==> config.mk <==
export PLATFORM = sky130hd
export DESIGN_NAME = fb_pixel_writer
export DESIGN_NICKNAME = d
export VERILOG_FILES = /design/src/rtl/gpu_pkg.sv /design/src/rtl/fb_pixel_writer_fifo.sv /design/src/rtl/fb_pixel_writer.sv
export SDC_FILE = /design/constraint.sdc
export NUM_CORES = 1
export LEC_CHECK = 0
export ABC_AREA = 1
export CAP_MARGIN = 20
export CORE_UTILIZATION = 35
export DETAILED_ROUTE_END_ITERATION = 10
export MAX_ROUTING_LAYER = met4
export PLACE_DENSITY = 0.63
export SYNTH_ARGS = -nofsm -noshare
export SYNTH_HDL_FRONTEND = slang
export SYNTH_SLANG_ARGS = --single-unit
export TNS_END_PERCENT = 100
==> constraint.sdc <==
create_clock -name clk -period 14.9 [get_ports clk]
set_input_delay 2.98 -clock clk [delete_from_list [all_inputs] [get_ports clk]]
set_output_delay 2.98 -clock clk [all_outputs]
set_load 0.005 [all_outputs]
==> src/rtl/gpu_pkg.sv <==
// Shared frame-buffer geometry and types for the pixel writer and its write FIFO.
// The frame is 320x240 at 1bpp, packed 32 pixels per SRAM word, row-major.
package gpu_pkg;

   localparam int XWIDTH        = 320;
   localparam int YWIDTH        = 240;
   localparam int WORDS_PER_ROW = XWIDTH / 32;
   localparam int FB_WORDS      = WORDS_PER_ROW * YWIDTH;

   typedef enum logic [1:0] {
      ST_IDLE,
      ST_FLUSH,
      ST_CLEAR_DRAIN,
      ST_CLEAR
   } fbw_state_t;

   typedef struct packed {
      logic [11:0] addr;
      logic [31:0] bits;
   } fb_entry_t;

   // y*10 as two shifts keeps the address path free of a multiplier.
   function automatic logic [11:0] word_addr(input logic [8:0] x, input logic [7:0] y);
      logic [11:0] y_ext;
      y_ext = {4'd0, y};
      return (y_ext << 3) + (y_ext << 1) + {8'd0, x[8:5]};
   endfunction

endpackage

==> src/rtl/fb_pixel_writer_fifo.sv <==
// Pending-write FIFO: DEPTH combined word entries between the combiner and the SRAM port.
// A push while full is ignored; the caller decides what that means.
module fb_write_fifo
   import gpu_pkg::*;
#(
   parameter int DEPTH = 4
) (
   input  logic      clk,
   input  logic      n_rst,
   input  logic      push,
   input  fb_entry_t push_data,
   input  logic      pop,
   output fb_entry_t pop_data,
   output logic      full,
   output logic      empty
);

   localparam int AW = $clog2(DEPTH);

   fb_entry_t      mem_q [DEPTH];
   logic [AW:0]    wr_ptr_q, wr_ptr_d;
   logic [AW:0]    rd_ptr_q, rd_ptr_d;
   logic           do_push, do_pop;

   assign empty    = (wr_ptr_q == rd_ptr_q);
   assign full     = (wr_ptr_q[AW] != rd_ptr_q[AW]) && (wr_ptr_q[AW-1:0] == rd_ptr_q[AW-1:0]);
   assign do_push  = push && !full;
   assign do_pop   = pop && !empty;
   assign pop_data = mem_q[rd_ptr_q[AW-1:0]];

   always_comb begin
      wr_ptr_d = wr_ptr_q + (AW+1)'(do_push);
      rd_ptr_d = rd_ptr_q + (AW+1)'(do_pop);
   end

   always_ff @(posedge clk or negedge n_rst) begin
      if (!n_rst) begin
         wr_ptr_q <= '0;
         rd_ptr_q <= '0;
      end else begin
         wr_ptr_q <= wr_ptr_d;
         rd_ptr_q <= rd_ptr_d;
      end
   end

   // NOTE: storage is not reset; the pointers alone define which entries are valid.
   always_ff @(posedge clk) begin
      if (do_push) mem_q[wr_ptr_q[AW-1:0]] <= push_data;
   end

endmodule

==> src/rtl/fb_pixel_writer.sv <==
// Pixel sink: merges strobes that hit the same frame-buffer word, queues masked word
// writes to SRAM behind a ready handshake, and performs whole-buffer clears.
module fb_pixel_writer
   import gpu_pkg::*;
#(
   parameter int DEPTH = 4
) (
   input  logic        clk,
   input  logic        n_rst,
   input  logic        enable,
   input  logic [8:0]  x,
   input  logic [7:0]  y,
   input  logic        render_done,
   input  logic        clear_req,
   output logic [11:0] mem_addr,
   output logic [31:0] mem_wdata,
   output logic [31:0] mem_wmask,
   output logic        mem_write,
   input  logic        mem_ready,
   output logic        flush_done,
   output logic        clear_done,
   output logic        overflow
);

   fbw_state_t  state_q, state_d;
   logic        cmb_valid_q, cmb_valid_d;
   logic [11:0] cmb_addr_q, cmb_addr_d;
   logic [31:0] cmb_bits_q, cmb_bits_d;
   logic        cmb_flush_q, cmb_flush_d;
   logic        clear_pend_q, clear_pend_d;
   logic [11:0] clr_cnt_q, clr_cnt_d;
   logic [11:0] mem_addr_q, mem_addr_d;
   logic [31:0] mem_wdata_q, mem_wdata_d;
   logic [31:0] mem_wmask_q, mem_wmask_d;
   logic        mem_write_q, mem_write_d;
   logic        flush_done_q, flush_done_d;
   logic        clear_done_q, clear_done_d;
   logic        overflow_q, overflow_d;

   logic        fifo_push, fifo_pop, fifo_full, fifo_empty;
   fb_entry_t   fifo_in, fifo_out;

   logic        pix_in_range, pix_acc, accepting, idle_evt, do_flush, out_free;
   logic [11:0] pix_addr;
   logic [31:0] pix_bit;

   assign pix_in_range = (x < 9'(XWIDTH)) && (y < 8'(YWIDTH));
   assign pix_addr     = word_addr(x, y);
   assign pix_bit      = 32'd1 << x[4:0];
   assign accepting    = (state_q == ST_IDLE) || (state_q == ST_FLUSH);
   assign pix_acc      = enable && pix_in_range && accepting;
   assign idle_evt     = (state_q == ST_IDLE) && (render_done || clear_req);
   // cmb_flush_q marks a pre-flush pixel that could not share the flush-cycle push.
   assign do_flush     = idle_evt || cmb_flush_q || (state_q == ST_CLEAR_DRAIN);
   assign out_free     = !mem_write_q || mem_ready;

   fb_write_fifo #(.DEPTH(DEPTH)) u_fifo (
      .clk       (clk),
      .n_rst     (n_rst),
      .push      (fifo_push),
      .push_data (fifo_in),
      .pop       (fifo_pop),
      .pop_data  (fifo_out),
      .full      (fifo_full),
      .empty     (fifo_empty)
   );

   // NOTE: every variable gets a default first so no path through the block infers a latch.
   always_comb begin
      state_d      = state_q;
      cmb_valid_d  = cmb_valid_q;
      cmb_addr_d   = cmb_addr_q;
      cmb_bits_d   = cmb_bits_q;
      cmb_flush_d  = cmb_flush_q;
      clear_pend_d = clear_pend_q;
      clr_cnt_d    = clr_cnt_q;
      mem_addr_d   = mem_addr_q;
      mem_wdata_d  = mem_wdata_q;
      mem_wmask_d  = mem_wmask_q;
      mem_write_d  = mem_write_q;
      flush_done_d = 1'b0;
      clear_done_d = 1'b0;
      overflow_d   = overflow_q;
      fifo_push    = 1'b0;
      fifo_pop     = 1'b0;
      fifo_in      = '0;

      if (enable && pix_in_range && !accepting) overflow_d = 1'b1;

      if (pix_acc) begin
         if (cmb_valid_q && (cmb_addr_q == pix_addr)) begin
            cmb_bits_d = cmb_bits_q | pix_bit;
            if (do_flush) begin
               fifo_push   = 1'b1;
               fifo_in     = '{addr: cmb_addr_q, bits: cmb_bits_q | pix_bit};
               cmb_valid_d = 1'b0;
               cmb_flush_d = 1'b0;
            end
         end else begin
            if (cmb_valid_q) begin
               fifo_push = 1'b1;
               fifo_in   = '{addr: cmb_addr_q, bits: cmb_bits_q};
            end
            cmb_valid_d = 1'b1;
            cmb_addr_d  = pix_addr;
            cmb_bits_d  = pix_bit;
            cmb_flush_d = idle_evt;
         end
      end else if (do_flush && cmb_valid_q) begin
         fifo_push   = 1'b1;
         fifo_in     = '{addr: cmb_addr_q, bits: cmb_bits_q};
         cmb_valid_d = 1'b0;
         cmb_flush_d = 1'b0;
      end

      if (fifo_push && fifo_full) overflow_d = 1'b1;

      // Output stage reloads on acceptance, so back-to-back writes need no bubble.
      if (out_free) begin
         mem_write_d = 1'b0;
         if (state_q == ST_CLEAR) begin
            if (clr_cnt_q < 12'(FB_WORDS)) begin
               mem_write_d = 1'b1;
               mem_addr_d  = clr_cnt_q;
               mem_wdata_d = '0;
               mem_wmask_d = '1;
               clr_cnt_d   = clr_cnt_q + 12'd1;
            end
         end else if (!fifo_empty) begin
            fifo_pop    = 1'b1;
            mem_write_d = 1'b1;
            mem_addr_d  = fifo_out.addr;
            mem_wdata_d = fifo_out.bits;
            mem_wmask_d = fifo_out.bits;
         end
      end

      case (state_q)
         ST_IDLE: begin
            if (render_done) begin
               state_d      = ST_FLUSH;
               clear_pend_d = clear_req;
            end else if (clear_req) begin
               state_d = ST_CLEAR_DRAIN;
            end
         end
         ST_FLUSH: begin
            if (clear_req) clear_pend_d = 1'b1;
            if (fifo_empty && !mem_write_q && !cmb_flush_q && !fifo_push) begin
               flush_done_d = 1'b1;
               clear_pend_d = 1'b0;
               state_d      = (clear_pend_q || clear_req) ? ST_CLEAR_DRAIN : ST_IDLE;
            end
         end
         ST_CLEAR_DRAIN: begin
            clr_cnt_d = '0;
            if (fifo_empty && !mem_write_q && !cmb_valid_q && !fifo_push) state_d = ST_CLEAR;
         end
         ST_CLEAR: begin
            if (mem_write_q && mem_ready && (mem_addr_q == 12'(FB_WORDS - 1))) begin
               clear_done_d = 1'b1;
               overflow_d   = 1'b0;
               state_d      = ST_IDLE;
            end
         end
         default: state_d = ST_IDLE;
      endcase
   end

   // NOTE: state uses non-blocking assignments so every flop samples pre-edge values.
   always_ff @(posedge clk or negedge n_rst) begin
      if (!n_rst) begin
         state_q      <= ST_IDLE;
         cmb_valid_q  <= 1'b0;
         cmb_addr_q   <= '0;
         cmb_bits_q   <= '0;
         cmb_flush_q  <= 1'b0;
         clear_pend_q <= 1'b0;
         clr_cnt_q    <= '0;
         mem_addr_q   <= '0;
         mem_wdata_q  <= '0;
         mem_wmask_q  <= '0;
         mem_write_q  <= 1'b0;
         flush_done_q <= 1'b0;
         clear_done_q <= 1'b0;
         overflow_q   <= 1'b0;
      end else begin
         state_q      <= state_d;
         cmb_valid_q  <= cmb_valid_d;
         cmb_addr_q   <= cmb_addr_d;
         cmb_bits_q   <= cmb_bits_d;
         cmb_flush_q  <= cmb_flush_d;
         clear_pend_q <= clear_pend_d;
         clr_cnt_q    <= clr_cnt_d;
         mem_addr_q   <= mem_addr_d;
         mem_wdata_q  <= mem_wdata_d;
         mem_wmask_q  <= mem_wmask_d;
         mem_write_q  <= mem_write_d;
         flush_done_q <= flush_done_d;
         clear_done_q <= clear_done_d;
         overflow_q   <= overflow_d;
      end
   end

   assign mem_addr   = mem_addr_q;
   assign mem_wdata  = mem_wdata_q;
   assign mem_wmask  = mem_wmask_q;
   assign mem_write  = mem_write_q;
   assign flush_done = flush_done_q;
   assign clear_done = clear_done_q;
   assign overflow   = overflow_q;

endmodule

==> flow_metrics.py <==
metrics = {
    "placed_design": {
        "hpwl_mm": 21.4,
        "port_buffers": 102,
        "place_area_mm2": 0.0159,
        "gp_congestion": 0.848,
    },
    "synthesis": {
        "synth_nets": 1484,
        "ys_warn_count": 0,
        "yosys.area.top_type_share": 0.365,
        "synth.distinct_cells": 42,
        "synth_seq_cells": 323,
        "avgSynthCellArea_um2": 10.1,
        "synth_ff_type": "edfxtp_1",
        "synth_top_area_cell": "edfxtp_1",
        "synthTopCellsByArea": "edfxtp_1, dfrtp_1, nand2_1, nor2_1, a32o_1",
        "synth-edff-count": 176,
        "synthCells": 1439,
        "seq_area_frac_synth": 0.620,
        "syn_area_mm2": 0.0145,
        "ys_async_sr_fraction": 0.455,
    },
    "die": {
        "fp-row-count": 74,
        "start_util": 0.354,
        "top_level_ports": 103,
        "dieArea_mm2": 0.0421,
        "core-area_mm2": 0.0408,
        "fp.dieW_um": 205,
        "die_y_um": 205,
    },
    "layout": {
        "finalInstanceArea_mm2": 0.0168,
        "layout-drive-gt1-share": 0.0616,
        "syn_to_final_growth_pct": 16.5,
        "fin_nets": 1548,
        "fillers": 3892,
    },
    "grt": {
        "grt_usage": 0.166,
        "grt_pass1_wl_mm": 53.9,
        "grt_antenna_before_repair": 1,
        "grt_overflow": 0,
        "grt_pass1_vias": 9915,
        "grt_max_degree": 91,
    },
    "clocking": {
        "post_cts_resized": 0,
        "clock_path_buffers": 3,
        "cts_hold_buf": 0,
        "clk_latency_ns": 0.56,
        "clockRootBuffer": "clkbuf_16",
        "numCtsBuffers": 31,
        "cts_tree": "done",
        "cts.htree.levels": 1,
        "cts_sinks": 323,
        "clk_pin_slew_worst_paths_ns": 0.06,
        "post_cts.repair.setup_buffers": 0,
    },
    "route": {
        "wire_per_inst_um": 16.6,
        "top_layer": "met4",
        "met2RoutedLength_mm": 15.9,
        "vias_per_cell": 5.18,
        "wl_met1_mm": 15.9,
        "ant_nets": 0,
        "drt_iter0_drc": 772,
        "wl_met3_mm": 1.84,
        "drt_wl_total_mm": 34.3,
        "dr.pass1.iters": 7,
        "vias": 10669,
        "drc": 0,
    },
    "sta": {
        "setup-tns-final_ns": 0,
        "fin_hold_ws_ns": 0.468,
        "layout_min_cycle_time_ns": 6.40,
        "worst_pin_slew_ns": 0.973,
        "fmax_ghz": 0.156,
        "setup_viol": 0,
        "hold_viol": 0,
        "clock_skew_ns": 0.0128,
        "rsz0062_at_grt": "false",
        "slew_headroom": 0.351,
        "slew_viol_final": 0,
        "finalCritPeriodShare": 0.429,
    },
    "setup_path": {
        "crit_slowest_cell": "fa_1",
        "cp.required_ns": 15.12,
        "crit_fanout": 44,
        "crit_type": "primary input to register",
        "crit_chain": "clkdlybuf4s50_1 > fa_1 > inv_1 > fa_1 > inv_1 > nand2_1 > nand2_1 > nor2_1 > nand2_1 > nor2_1 > nand3_1 > nor2_1 > nand3_1 > o21bai_2 > nand2_1 > o21ai_1 > nor3_2 > buf_4",
        "arrival_ns": 6.62,
        "crit_path_start_kind": "primary input",
        "critPathMostFrequentCell": "nand2_1",
        "slowest_delay_ns": 0.58,
        "crit_path_end_kind": "register",
    },
    "flow_run": {
        "drv_cap": 0,
    },
    "power_and_ir_drop": {
        "peakVddDrop_v": 0.000103,
        "total_leakage_power_nw": 6.68,
        "cellPowerDensity_mw_per_mm2": 195,
    },
    "status": {
        "status": "finished clean",
    },
    "hold_path": {
        "min_path_type": "register to register",
    },
}
cell families after synthesis:
| logic type | count (synthesis) | synth area share |
|---|---|---|
| compound gates | 286 | 0.126 |
| xor+xnor | 5 | 0.00303 |
| fa+ha+maj | 22 | 0.0201 |
| simple gates | 635 | 0.182 |
| buf+inv | 168 | 0.0490 |
| flops | 323 | 0.620 |
stage by stage:
step	util	power (mW)	setup WS (ns)	cells
2_1_floorplan	-	2.08	6.46	1439
3_3_place_gp	0.389	2.55	7.95	2002
4_1_cts	0.413	3.32	8.51	2059
5_1_grt	0.413	3.50	8.11	2060
3_5_place_dp	0.389	2.57	7.93	2002
6_report	0.413	3.29	8.50	2060
synthesized netlist by cell type, types with 3 or more instances:
cell,number
nand3b_1,3
inv_1,73
o31ai_1,32
nand2_2,5
ha_1,20
dfrtp_1,147
nand4_1,39
edfxtp_1,176
nand3_1,43
a21oi_1,58
a32o_1,32
clkbuf_1,51
o21ai_1,36
buf_6,3
inv_2,7
nor3_1,15
buf_2,21
o21ai_2,5
nor2_1,141
a31oi_1,43
o32ai_1,12
xnor2_1,3
nor4_1,3
nand2_1,380
o21ai_0,58
buf_1,8
cell usage in the layout, fill, tap and decap left out, types with 36 or more instances in the layout:
master / netlist / final
edfxtp_1: 176 / 176
nor2_1: 141 / 141
nand2_1: 380 / 379
nand3_1: 43 / 43
a31oi_1: 43 / 43
o21ai_0: 58 / 58
dfrtp_1: 147 / 144
a21oi_1: 58 / 58
clkdlybuf4s50_1: 0 / 101
inv_1: 73 / 73
nand4_1: 39 / 39
o21ai_1: 36 / 36
routing by layer:
layer / up-vias / GRT usage
met2: 271 / 0.267
li1: 5154 / -
met5: - / -
met4: 0 / 0.0413
met3: 43 / 0.0238
met1: 5201 / 0.222
report_power, final:
part	switching [mW]	internal, mW
sequential	0.127	1.17
combinational	0.786	0.470
clock	0.334	0.405
flip-flops by register name (all words and copies together) (netlist names), 2 cells and up:
register	cells
u_fifo.mem_q	176
cmb_bits_q	32
mem_wdata	32
mem_wmask	32
clr_cnt_q	12
cmb_addr_q	12
mem_addr	12
u_fifo.rd_ptr_q	3
u_fifo.wr_ptr_q	3
state_q	2
worst max-delay path, delay by kind of cell:
kind	cells	cell delay, ns
and+or+nand+nor	10	0.85
AOI/OAI and AO/OA	2	0.75
buffers and inverters	4	0.92
adders and majority gates	2	1.11
path summary, 6_finish.rpt:
kind | depth (start not counted) | slack, ns | from | endpoint
max in group asynchronous | 2 | 10.96 | n_rst | cmb_valid_q
min in group asynchronous | 1 | 2.44 | n_rst | mem_wdata[19]
worst max-delay path | 18 | 8.50 | y[0] | u_fifo.mem_q[0][11]
worst max register to register | 10 | 11.31 | state_q[1] | u_fifo.mem_q[0][11]
worst min register to register | 2 | 0.47 | clear_pend_q | clear_pend_q
worst min-delay path | 2 | 0.47 | clear_pend_q | clear_pend_q
final cells by class:
cell class | instances | area (um^2) | share of cell area
Tap cell | 532 | 666 | 0.0395
Clock inverter | 20 | 144 | 0.00854
Multi-Input combinational cell | 948 | 4810 | 0.286
Inverter | 81 | 305 | 0.0181
Clock buffer | 37 | 808 | 0.0480
Timing Repair Buffer | 118 | 1140 | 0.0678
Antenna cell | 1 | 2.50 | 0.000149
Sequential cell | 323 | 8970 | 0.532
Note: power is estimated with default switching activity, not from simulation.
